===== config.mk =====
export PLATFORM = sky130hd
export DESIGN_NAME = seg_scan_ctrl
export DESIGN_NICKNAME = d
export VERILOG_FILES = /design/src/rtl/seg_pkg.sv /design/src/rtl/seg_tick_gen.sv /design/src/rtl/seg_scan_ctrl.sv
export SDC_FILE = /design/constraint.sdc
export NUM_CORES = 1
export LEC_CHECK = 0
export ABC_AREA = 1
export CORE_MARGIN = 2
export CORE_UTILIZATION = 56
export CTS_CLUSTER_DIAMETER = 60
export DETAILED_ROUTE_END_ITERATION = 16
export GPL_TIMING_DRIVEN = 0
export PLACE_DENSITY_LB_ADDON = 0.1
export RECOVER_POWER = 25
export SETUP_SLACK_MARGIN = 0.02
export SLEW_MARGIN = 10
export SYNTH_ARGS = -nofsm -noshare
export SYNTH_HDL_FRONTEND = slang
export SYNTH_SLANG_ARGS = --single-unit
export TNS_END_PERCENT = 50

===== constraint.sdc =====
create_clock -name clk -period 2.9 [get_ports clk]
set_input_delay 0.58 -clock clk [delete_from_list [all_inputs] [get_ports clk]]
set_output_delay 0.58 -clock clk [all_outputs]
set_load 0.005 [all_outputs]

===== src/rtl/seg_pkg.sv =====
// Shared constants and types for the 4-digit multiplexed 7-segment display path.
// The downstream nibble mux uses the same constants.
package seg_pkg;

  localparam int unsigned NUM_DIGITS = 4;
  localparam int unsigned DIGIT_W    = 4;
  localparam logic [3:0]  AN_OFF     = 4'b1111;

  typedef logic [1:0] digit_idx_t;

  // Digit k (k >= 1) is dark when blanking is on and every nibble from k upward is zero.
  function automatic logic digit_blank(input logic [NUM_DIGITS*DIGIT_W-1:0] word,
                                       input digit_idx_t k,
                                       input logic blank_lz);
    logic blank;
    blank = blank_lz && (k != digit_idx_t'(0));
    for (int unsigned i = 0; i < NUM_DIGITS; i++) begin
      if ((i >= 32'(k)) && (word[i*DIGIT_W +: DIGIT_W] != '0)) begin
        blank = 1'b0;
      end
    end
    return blank;
  endfunction

endpackage


===== src/rtl/seg_tick_gen.sv =====
// Digit-slot prescaler: one-cycle tick every CLK_DIV enabled cycles.
// The counter is parked at zero while disabled so each resumed slot is full length.
module seg_tick_gen #(
  parameter int unsigned CLK_DIV = 50000
) (
  input  logic clk,
  input  logic rst_n,
  input  logic enable,
  output logic tick
);

  localparam int unsigned   CNT_W = (CLK_DIV > 1) ? $clog2(CLK_DIV) : 1;
  localparam logic [CNT_W-1:0] LAST  = CNT_W'(CLK_DIV - 1);

  logic [CNT_W-1:0] count;

  assign tick = enable && (count == LAST);

  always_ff @(posedge clk or negedge rst_n) begin
    if (!rst_n) begin
      count <= '0;
    end else if (!enable || tick) begin
      count <= '0;
    end else begin
      count <= count + 1'b1;
    end
  end

endmodule


===== src/rtl/seg_scan_ctrl.sv =====
// Refresh/scan controller for the 4-digit multiplexed display: digit select,
// active-low anodes and a double-buffered display word that only swaps at a frame boundary.
module seg_scan_ctrl
  import seg_pkg::*;
#(
  parameter int unsigned CLK_DIV = 50000
) (
  input  logic        clk,
  input  logic        rst_n,
  input  logic        enable,
  input  logic        load,
  input  logic [15:0] data_in,
  input  logic        blank_lz,
  output logic [15:0] seg_in,
  output logic [1:0]  sel,
  output logic [3:0]  an,
  output logic        pending
);

  logic        tick;
  logic        boundary;
  logic        lit_next;
  digit_idx_t  sel_next;
  logic [15:0] shadow;

  seg_tick_gen #(
    .CLK_DIV (CLK_DIV)
  ) u_tick_gen (
    .clk    (clk),
    .rst_n  (rst_n),
    .enable (enable),
    .tick   (tick)
  );

  assign sel_next = tick ? digit_idx_t'(sel + 2'd1) : sel;
  assign boundary = tick && (sel == digit_idx_t'(NUM_DIGITS - 1));

  // Blanking looks at the current seg_in; when seg_in swaps, sel_next is 0, which is never blanked.
  assign lit_next = enable && !digit_blank(seg_in, sel_next, blank_lz);

  always_ff @(posedge clk or negedge rst_n) begin
    if (!rst_n) begin
      sel     <= '0;
      seg_in  <= '0;
      shadow  <= '0;
      pending <= 1'b0;
      an      <= AN_OFF;
    end else begin
      sel <= sel_next;
      if (load) begin
        shadow <= data_in;
      end
      // A load landing on the boundary bypasses the shadow and never raises pending.
      if (boundary) begin
        pending <= 1'b0;
        if (load) begin
          seg_in <= data_in;
        end else if (pending) begin
          seg_in <= shadow;
        end
      end else if (load) begin
        pending <= 1'b1;
      end
      an <= lit_next ? ~(4'b0001 << sel_next) : AN_OFF;
    end
  end

endmodule

==> run summary <==
### Yosys
• 8.93 µm² — Post-Syn Area per Cell
• 0 — mux cell area share after synthesis
• 0 — Yosys warning count
• 0.272 — post-synthesis share of cell area spent on and, or, nand and nor gates
• 310 — synthesized net count
• 55 — register bit total from synthesis
• 0.539 — part of the Yosys area used for sequential elements
• 0.0932 — area fraction in compound gates after synthesis
• 30 — Synth cell types
• 2560 µm² — area of the mapped netlist
• 0.0102 — xor-xnor portion of the synthesized cell area
• 0.00976 — synthesized-area fraction occupied by adder cells
• simple AND/OR/NAND/NOR gates — largest family of logic cells by synthesized area
• 287 — gate count of the mapped netlist

### Placement
• 41 — number of port buffers
• 381 — cell count after placement
• 3580 µm — half-perimeter wire length after placement
• 0.802 — GPL Wtd Cong

### Power and ir drop
• 0.316 — Clock power frac
• 0.240 — switching power share of the total
• 0.077 — combinational share of power
• 0.00131 W — post-route total power
• 0.312 mV — Peak VDD IR
• 0.000999 W — internal power component
• 420 nW/µm² — power density cells
• 0.608 — part of the power in registers
• 1.47 nW — Leak Pwr
• 0.000316 W — net switching power of the design

### Route
• 4 — length of the first detailed-routing pass in iterations
• 0 — detailed-route DRC error count
• 121 — DRC violation total after the first TritonRoute iteration
• 4920 µm — aggregate routed wire length
• 1,925 — vias
• 0 — Post-DRT Antenna Nets
• 4.95 — Vias/cell
• 12.7 µm — detailed-route wire length per cell

### Final layout
• sky130_fd_sc_hd__nand2_1 — leading cell type in the layout, fill and taps excluded
• 22.0% — Area Growth Syn to Fin
• 0.196 — proportion of layout cells with a drive suffix above 1
• 0.713 — Final Util
• 389 — Post-Layout Cell Count
• 0 — Inserted Diodes
• 359 — total number of nets in the final design
• sky130_fd_sc_hd__nand2_1 (85), sky130_fd_sc_hd__dfrtp_1 (51), sky130_fd_sc_hd__clkdlybuf4s50_1 (40), sky130_fd_sc_hd__inv_1 (35), sky130_fd_sc_hd__nor2_1 (20) — most frequent cells in the layout

### Critical path
• 1330 ps — Arr. time, crit path
• output port — kind of end point of the critical path
• flop — Worst setup SP type
• flip-flops — kind of cell adding the most delay to the critical path
• 1 — worst-path maximum fanout
• 530 ps — max incr delay on CP
• reg2out — type of the worst setup path
• sky130_fd_sc_hd__dfstp_2 — Slowest cell on crit path
• 1 — number of buffers and inverters on the critical path
• clkdlybuf4s50_1 — cells traversed along the worst timing path
• 2320 ps — worst endpoint required time

### Run
• 0 — reported max-cap violation count

### STA
• no — RSZ-0062 raised after global routing
• 1080 ps — Tightest Pin Transition
• 0 ps — setup_tns
• 0 — final-report hold violation count
• 5.51 ps — Max Clock Skew
• 524 MHz — FMAX
• 1910 ps — post-layout minimum cycle time
• 0.280 — worst relative slew slack
• 0 — number of endpoints failing setup at the final stage
• 0.658 — share of the cycle needed by the critical path after routing
• 0 — Max Transition Viols Final

### Floorplan
• 4380 µm² — Core ar.
• 0.585 — Initial Utilization
• 71.7 µm — vertical die dimension
• 24 — # rows
• 44 — count of boundary I/O pins
• 5140 µm² — die footprint
• 71.7 µm — width of the die

### Clock network
• 0 — Post-CTS Setup Inserts
• 0 — Resized Gates After CTS
• done — CTS tree
• 0 — number of buffers inserted by hold repair at cts
• 55 — Sinks on Clock Net
• 2 — maximum root-to-sink buffer count
• 310 ps — Clock Latency Late Sink
• 2 — H-Tree Level Count
• 100 ps — clock input transition at the sequential cells of the worst setup and hold paths
• sky130_fd_sc_hd__clkbuf_8 — root buffer cell
• 5 — Num CTS Buffers

### GRT
• 8320 µm — first-pass GRT wire length
• 0 — total congestion overflow after global routing
• 0 — number of antenna violations at the first check in global routing
• 0.209 — Total GRT Usage
• 36 — largest net degree at the start of global routing
• 1,811 — vias in the first global route

### Run status
• finished, final reports clean — run status

### Worst hold path
• in2async — worst hold path class

[worst register-to-register path: cells and delay by family, from the launching register on]
| family | cells | cell delay (ps) |
|---|---|---|
| and+or+nand+nor | 4 | 670 |
| DFF | 1 | 400 |
| buffers and inverters | 1 | 230 |
| adders and majority gates | 1 | 210 |
| AOI/OAI and AO/OA | 2 | 200 |
[cell usage after synthesis (all sizes together)]
library cell	count	share of area
xor2	2	0.0068
or4	1	0.0029
nor4	1	0.0024
nand2	98	0.16
a21oi	10	0.021
o21ai	20	0.064
ha	2	0.0098
nor2	31	0.064
nor3b	1	0.0049
clkbuf	1	0.0015
dfstp	4	0.041
nand3	12	0.029
dfrtp	51	0.50
buf	6	0.019
nor3	4	0.0078
o21bai	1	0.0044
inv	36	0.053
xnor2	1	0.0034
o211a	1	0.0039
clkinv	2	0.0029
nand4	2	0.0049
[flip-flops by register name, indices dropped and copies added, names as in the netlist]
name / count
sel: 2
u_tick_gen.count: 16
seg_in: 16
an: 4
shadow: 16
pending: 1
[path summary, 6_finish.rpt]
| path | start | endpoint | slack, ps | cells past startpoint |
|---|---|---|---|---|
| worst min register to register | shadow[13] | shadow[13] | 480 | 2 |
| worst max-delay path | an[2] | an[2] | 990 | 1 |
| min in group clk | shadow[13] | shadow[13] | 480 | 2 |
| max in group asynchronous | rst_n | shadow[9] | 1070 | 2 |
| worst max register to register | u_tick_gen.count[0] | u_tick_gen.count[14] | 1080 | 8 |
| worst min-delay path | rst_n | u_tick_gen.count[0] | 440 | 1 |
[cells by family (layout without fill, tap and decap cells)]
family	count (synthesis)	in the layout
flops	55	55
simple gates	150	150
fa+ha+maj	2	2
compound gates	32	32
xor+xnor	3	3
buf+inv	45	95
[final cells by class]
cell class                      count  area (µm²)
Tap cell                           52        65.1
Clock buffer                        5        68.8
Timing Repair Buffer               42         409
Sequential cell                    55        1380
Clock inverter                      3        20.0
Multi-Input combinational cell    187         988
Fill cell                         357        1260
Buffer                              7        51.3
Inverter                           38         143
[metrics by stage]
step	setup WS [ps]	cell area [µm²]	hold slack, ps
finish	990	3130	443
CTS	967	3140	227
floorplan	1400	2560	284
global route	700	3130	502
detailed placement	1030	3050	456
global placement	-393	3040	451
[power by group through the flow]
stage	registers, W	clock network (W)	logic [W]
final	0.000799	0.000415	0.000101
after global routing	0.000801	0.000459	0.000116
after CTS	0.000799	0.000430	0.000106
after detailed placement	0.000814	0	0.000105
after global placement	0.000813	0	0.000100
after floorplan	0.000812	0	0.0000498
[layer usage]
layer	part of all wire	global-route usage	vias to the layer above	wire length (µm)
met3	0.043	0.0464	7	211
met5	0	0	-	0
met1	0.49	0.301	889	2390
met4	0.014	0.0629	0	67
li1	-	-	983	-
met2	0.46	0.318	46	2250
(Power assumes the default switching activity.)
